[src/rtl/serial_add_seq.sv]
// ---------------------------------------------------------------------------
// serial_add_seq
//   Bit-serial adder sequencer. One 1-bit full-add cell (two half adders plus
//   a carry register) is reused for WIDTH cycles, LSB first, to produce a
//   WIDTH-bit sum and a carry-out.
//
//   Optional feature macro: SERIAL_ADD_SUB_EN
//     When defined, adds input 'sub'. sub=1 computes a - b by feeding ~b
//     into the cell with an initial carry of 1; cout is then the no-borrow
//     flag (a >= b).
//
// Ports
//   clk    in   rising-edge clock
//   rst    in   asynchronous active-high reset
//   start  in   request; honoured only in IDLE or DONE
//   a, b   in   WIDTH-bit operands, captured on an accepted start
//   sub    in   (SERIAL_ADD_SUB_EN only) subtract select, captured with a/b
//   busy   out  high while the serial add is running
//   done   out  one-cycle pulse when sum/cout are valid
//   sum    out  WIDTH-bit result, held until the next accepted start
//   cout   out  final carry, same validity as sum
// ---------------------------------------------------------------------------
`timescale 1ns/1ps
module serial_add_seq #(
    parameter int WIDTH = 8
) (
    input  logic             clk,
    input  logic             rst,
    input  logic             start,
    input  logic [WIDTH-1:0] a,
    input  logic [WIDTH-1:0] b,
`ifdef SERIAL_ADD_SUB_EN
    input  logic             sub,
`endif
    output logic             busy,
    output logic             done,
    output logic [WIDTH-1:0] sum,
    output logic             cout
);

    localparam int CW = (WIDTH > 2) ? $clog2(WIDTH) : 1;

    typedef enum logic [1:0] {
        IDLE = 2'd0,
        RUN  = 2'd1,
        DONE = 2'd2
    } state_t;

    state_t           state;
    logic [WIDTH-1:0] a_sh;
    logic [WIDTH-1:0] b_sh;
    logic             carry;
    logic [CW-1:0]    cnt;

    // Subtract select seen at the capture edge; constant 0 in the add-only build.
    logic sub_sel;
`ifdef SERIAL_ADD_SUB_EN
    assign sub_sel = sub;
`else
    assign sub_sel = 1'b0;
`endif

    // Single-bit full-add cell built from two half adders.
    logic ha0_s, ha0_c, bit_s, ha1_c, carry_next;
    assign ha0_s      = a_sh[0] ^ b_sh[0];
    assign ha0_c      = a_sh[0] & b_sh[0];
    assign bit_s      = ha0_s ^ carry;
    assign ha1_c      = ha0_s & carry;
    assign carry_next = ha0_c | ha1_c;   // majority(a, b, carry)

    always_ff @(posedge clk or posedge rst) begin
        if (rst) begin
            state <= IDLE;
            busy  <= 1'b0;
            done  <= 1'b0;
            sum   <= '0;
            cout  <= 1'b0;
            a_sh  <= '0;
            b_sh  <= '0;
            carry <= 1'b0;
            cnt   <= '0;
        end else begin
            case (state)
                IDLE, DONE: begin
                    done <= 1'b0;
                    if (start) begin
                        // Subtraction is a + ~b + 1: invert b once at capture
                        // and seed the carry with the subtract flag.
                        a_sh  <= a;
                        b_sh  <= sub_sel ? ~b : b;
                        carry <= sub_sel;
                        sum   <= '0;
                        cout  <= 1'b0;
                        cnt   <= '0;
                        busy  <= 1'b1;
                        state <= RUN;
                    end else begin
                        busy  <= 1'b0;
                        state <= IDLE;
                    end
                end
                RUN: begin
                    carry <= carry_next;
                    // Result bits enter at the MSB; after WIDTH shifts bit 0
                    // has reached sum[0].
                    sum   <= {bit_s, sum[WIDTH-1:1]};
                    a_sh  <= {1'b0, a_sh[WIDTH-1:1]};
                    b_sh  <= {1'b0, b_sh[WIDTH-1:1]};
                    cnt   <= cnt + 1'b1;
                    if (cnt == CW'(WIDTH - 1)) begin
                        cout  <= carry_next;
                        cnt   <= '0;
                        busy  <= 1'b0;
                        done  <= 1'b1;
                        state <= DONE;
                    end
                end
                default: begin
                    busy  <= 1'b0;
                    done  <= 1'b0;
                    state <= IDLE;
                end
            endcase
        end
    end

endmodule

[config.mk]
export PLATFORM = sky130hd
export DESIGN_NAME = serial_add_seq
export DESIGN_NICKNAME = d
export VERILOG_FILES = /design/src/rtl/serial_add_seq.sv
export SDC_FILE = /design/constraint.sdc
export NUM_CORES = 1
export LEC_CHECK = 0
export CAP_MARGIN = 10
export CORE_AREA = 2 2 54 66
export CTS_CLUSTER_DIAMETER = 80
export CTS_CLUSTER_SIZE = 12
export DETAILED_ROUTE_END_ITERATION = 7
export DIE_AREA = 0 0 56 68
export PLACE_DENSITY = 0.78
export SETUP_SLACK_MARGIN = 0.15
export SLEW_MARGIN = 5
export SYNTH_ARGS = -nofsm -noshare
export SYNTH_HDL_FRONTEND = slang
export SYNTH_SLANG_ARGS = --single-unit
[constraint.sdc]
create_clock -name clk -period 1.7 [get_ports clk]
set_input_delay 0.17 -clock clk [delete_from_list [all_inputs] [get_ports clk]]
set_output_delay 0.17 -clock clk [all_outputs]
set_load 0.02 [all_outputs]
==> results of run 1 <==
cell usage in the layout (no fill, tap or decap), types with 2 or more instances in the layout:
master,synthesis,final
sky130_fd_sc_hd__dfrtp_1,32,32
sky130_fd_sc_hd__clkdlybuf4s50_1,0,28
sky130_fd_sc_hd__nor2_1,14,14
sky130_fd_sc_hd__o22ai_1,13,13
sky130_fd_sc_hd__nor3_2,10,10
sky130_fd_sc_hd__a22o_1,10,10
sky130_fd_sc_hd__mux2_2,7,7
sky130_fd_sc_hd__clkbuf_8,0,7
sky130_fd_sc_hd__buf_4,3,6
sky130_fd_sc_hd__nand2b_1,4,4
sky130_fd_sc_hd__nand2_1,4,4
sky130_fd_sc_hd__nor3_1,4,4
sky130_fd_sc_hd__nand3_1,3,3
sky130_fd_sc_hd__o21ai_0,3,3
sky130_fd_sc_hd__inv_1,2,2
sky130_fd_sc_hd__ha_1,2,2
stage by stage:
stage                util  area (um^2)  setup slack, ns  total power [mW]  cells
finish              0.608         1960            0.234              3.66    202
global route        0.608         1960            0.155              3.94    202
CTS                 0.607         1960            0.153              3.70    202
detailed placement  0.577         1860            0.112              3.06    195
global placement    0.577         1860            0.146              2.99    195
floorplan               -         1570            0.294              2.65    133
kinds of logic after synthesis:
kind of cell | Yosys count
compound gates | 31
flops | 32
simple gates | 45
fa+ha+maj | 3
mux | 9
buf+inv | 13
area by class of cell:
type | count | area [um^2]
multi-input cells | 88 | 651
repair buffers | 36 | 358
flip-flops and latches | 32 | 801
inverters | 2 | 7.51
clock buffers | 7 | 96.3
well taps | 37 | 46.3
fillers | 262 | 1260
layer usage:
layer  vias to the layer above  global-route usage  routed length, um
met4                         0              0.0804                 41
met5                         -                   0                  0
met3                         5              0.0567                186
met1                       541               0.198               1290
li1                        543                   -                  -
met2                        39               0.301               1470
state kept, by name, summed over array words and instances, names as in the netlist:
name and flops:
cnt 3, b_sh 8, state 1, a_sh 8, cout 1, done 1, carry 1, busy 1
sum 8
timing repair:
action,in CTS,in global routing
hold buffers,0,0
gates resized for setup,0,1
endpoints found under the hold margin,0,0
endpoints found under the setup margin,0,1
cells in the mapped netlist (2+ instances only):
cell type,n
sky130_fd_sc_hd__a22o_1,10
sky130_fd_sc_hd__buf_4,3
sky130_fd_sc_hd__buf_6,4
sky130_fd_sc_hd__dfrtp_1,32
sky130_fd_sc_hd__ha_1,2
sky130_fd_sc_hd__inv_1,2
sky130_fd_sc_hd__mux2_2,7
sky130_fd_sc_hd__nand2_1,4
sky130_fd_sc_hd__nand2b_1,4
sky130_fd_sc_hd__nand3_1,3
sky130_fd_sc_hd__nor2_1,14
sky130_fd_sc_hd__nor3_1,4
sky130_fd_sc_hd__nor3_2,10
sky130_fd_sc_hd__o21ai_0,3
sky130_fd_sc_hd__o22ai_1,13
power groups by stage:
| stage | clock network, mW | logic (mW) | registers (mW) |
|---|---|---|---|
| after global placement | 0 | 1.60 | 1.39 |
| after detailed placement | 0 | 1.65 | 1.41 |
| final | 0.628 | 1.64 | 1.39 |
| after floorplan | 0 | 1.19 | 1.46 |
| after global routing | 0.690 | 1.81 | 1.44 |
| after CTS | 0.647 | 1.66 | 1.39 |
worst paths after layout:
path | to | slack (ns) | cells after the start
max | sum[7] | 0.23 | 1
min | sum[0] | 0.27 | 3
max reg2reg | sum[7] | 0.25 | 3
min reg2reg | b_sh[7] | 0.51 | 1
max in group asynchronous | b_sh[5] | 1.14 | 3
min in group clk | b_sh[5] | 0.48 | 3
worst reg2reg max path, delay by kind of cell, from the launching register on:
| family | cells | cell delay (ns) |
|---|---|---|
| compound gates | 1 | 0.18 |
| flops | 1 | 0.41 |
| fa+ha+maj | 1 | 0.47 |
| mux | 1 | 0.29 |
==> impl_metrics.prom, run 1 <==
# TYPE chip_impl_metric gauge
chip_impl_metric{name="post_cts.repair.setup_buffers",unit=""} 0
chip_impl_info{name="setup.worst_path.start_class",value="register"} 1
chip_impl_metric{name="sum_of_buffers_and_inverters_on_the_critical_path",unit=""} 1
chip_impl_info{name="worst_path_max_delay_cell",value="sky130_fd_sc_hd__clkdlybuf4s50_1"} 1
chip_impl_metric{name="synth-adder-area-share",unit=""} 0.0287
chip_impl_metric{name="cpPeakStageDelay",unit="ns"} 0.62
chip_impl_info{name="cts_tree",value="done"} 1
chip_impl_info{name="main_combinational_cell_family_by_area_after_synthesis",value="simple AND/OR/NAND/NOR gates"} 1
chip_impl_metric{name="arrival",unit="ns"} 1.30
chip_impl_info{name="synth_ff_type",value="sky130_fd_sc_hd__dfrtp_1"} 1
chip_impl_metric{name="timing_worst_slew_pin_value",unit="ns"} 0.510
chip_impl_metric{name="cp_data_required_time",unit="ns"} 1.53
chip_impl_metric{name="routed-via-count",unit=""} 1128
chip_impl_info{name="rsz0062_at_grt",value="no"} 1
chip_impl_metric{name="min_period_over_period",unit=""} 0.863
chip_impl_metric{name="io_pins",unit=""} 30
chip_impl_metric{name="drt-total-wl",unit="um"} 2990
chip_impl_metric{name="postSynth.asyncResetShare",unit=""} 1.00
chip_impl_metric{name="cts_sinks",unit=""} 32
chip_impl_metric{name="global_route_wire_length_before_repair",unit="um"} 4960
chip_impl_metric{name="switching_power",unit="mW"} 1.34
chip_impl_metric{name="grt_pass1_vias",unit=""} 1068
chip_impl_info{name="critPathCaptureType",value="primary output"} 1
chip_impl_metric{name="fp.dieArea",unit="mm^2"} 0.00381
chip_impl_metric{name="synthesis.area",unit="mm^2"} 0.00157
chip_impl_metric{name="vias_per_cell",unit=""} 5.58
chip_impl_info{name="critical_path.reg2reg.startpoint",value="a_sh[0]"} 1
chip_impl_metric{name="synth_top_area_share",unit=""} 0.510
chip_impl_metric{name="drc",unit=""} 0
chip_impl_metric{name="core_footprint",unit="mm^2"} 0.00322
chip_impl_metric{name="routability_driven_placement_congestion_ratio",unit=""} 0.808
chip_impl_metric{name="clock.fmax",unit="GHz"} 0.682
chip_impl_metric{name="grt_max_degree",unit=""} 33
chip_impl_metric{name="detailed_place_hpwl",unit="um"} 2050
chip_impl_info{name="netlist_top_cells_area",value="sky130_fd_sc_hd__dfrtp_1, sky130_fd_sc_hd__nor3_2, sky130_fd_sc_hd__a22o_1"} 1
chip_impl_metric{name="gr-usage-all-layers",unit=""} 0.174
chip_impl_metric{name="synth.distinct_cells",unit=""} 33
chip_impl_metric{name="fp.dieH",unit="um"} 68
chip_impl_metric{name="setup_total_neg_slack",unit="ns"} 0
chip_impl_metric{name="post_synth.cell_area_avg",unit="um^2"} 11.8
chip_impl_metric{name="cts-htree-levels",unit=""} 2
chip_impl_metric{name="lkg_pwr",unit="nW"} 0.854
chip_impl_metric{name="synth_compound_gate_area_share",unit=""} 0.143
chip_impl_info{name="cts-root-buf",value="sky130_fd_sc_hd__clkbuf_8"} 1
chip_impl_metric{name="finalSetupViolations",unit=""} 0
chip_impl_metric{name="initial_core_util",unit=""} 0.487
chip_impl_metric{name="timing.critical_path.fanout_max",unit=""} 4
chip_impl_metric{name="yosys_warning_count",unit=""} 0
chip_impl_metric{name="post_synth_and_or_nand_nor_area_fraction",unit=""} 0.178
chip_impl_metric{name="timing_hold_violations_final",unit=""} 0
chip_impl_metric{name="antenna_found_initial",unit=""} 0
chip_impl_metric{name="final-max-slew-violation-count",unit=""} 0
chip_impl_metric{name="clockBufferDepth",unit=""} 2
chip_impl_metric{name="synthesis.instances",unit=""} 133
chip_impl_info{name="timing.setup.critical_path_class",value="reg -> out"} 1
chip_impl_metric{name="switching_share",unit=""} 0.367
chip_impl_metric{name="diodes",unit=""} 0
chip_impl_metric{name="number_of_flops_mapped_to_enable_cells_by_yosys",unit=""} 0
chip_impl_metric{name="synth.mux.area_fraction",unit=""} 0.0637
chip_impl_metric{name="timing.hold.ws",unit="ns"} 0.266
chip_impl_metric{name="cap_violations",unit=""} 0
chip_impl_info{name="hp-class",value="in -> async"} 1
chip_impl_metric{name="clk_transition_reported_paths",unit="ns"} 0.06
chip_impl_metric{name="numPortBuffers",unit=""} 29
chip_impl_metric{name="fin_worst_skew",unit="ns"} 0.00292
chip_impl_metric{name="comb_power_share",unit=""} 0.448
chip_impl_metric{name="power.share.sequential",unit=""} 0.381
chip_impl_info{name="outcome",value="finished, final reports clean"} 1
chip_impl_info{name="cp-startpoint",value="sum[7]"} 1
chip_impl_metric{name="p_int",unit="mW"} 2.32
chip_impl_metric{name="number_of_register_bits_inferred_by_synthesis",unit=""} 32
chip_impl_metric{name="cts-buffers-inserted",unit=""} 5
chip_impl_metric{name="clock_latency",unit="ns"} 0.28
chip_impl_metric{name="routed_wire_length_per_instance",unit="um"} 14.8
chip_impl_metric{name="synth_xor_area_frac",unit=""} 0
chip_impl_info{name="top_cell_family_by_delay_on_the_critical_path",value="buffers and inverters"} 1
chip_impl_metric{name="synthesis.nets",unit=""} 155
chip_impl_metric{name="layout-drive-gt1-share",unit=""} 0.212
chip_impl_metric{name="initialDrtViolationCount",unit=""} 18
chip_impl_metric{name="detail-route-antenna-nets",unit=""} 0
chip_impl_metric{name="die_width",unit="um"} 56
chip_impl_metric{name="numnets_final",unit=""} 187
chip_impl_metric{name="placementRows",unit=""} 23
chip_impl_info{name="critical_path.cell_chain",value="clkdlybuf4s50_1"} 1
chip_impl_metric{name="power.density_cell_area",unit="mW/mm^2"} 1870
chip_impl_metric{name="vdd.ir_drop.worst",unit="V"} 0.00109
chip_impl_metric{name="seq_area_frac_synth",unit=""} 0.510
chip_impl_metric{name="clock_power_share",unit=""} 0.172
chip_impl_info{name="post-synth-top-area-cell",value="sky130_fd_sc_hd__dfrtp_1"} 1
chip_impl_metric{name="area.growth.synth_to_final",unit="%"} 24.8
chip_impl_metric{name="grt_overflow",unit=""} 0
chip_impl_metric{name="relSlewSlack",unit=""} 0.659
chip_impl_metric{name="period_minus_slack",unit="ns"} 1.47
chip_impl_metric{name="drt_pass1_iterations",unit=""} 4
(Power assumes the default switching activity.)
==> run 2, diff against run 1 <==
Settings changed: CAP_MARGIN 10 to 30.
==> results of run 2 <==
No change in the layout: final DEF, timing and power equal those of run 1.
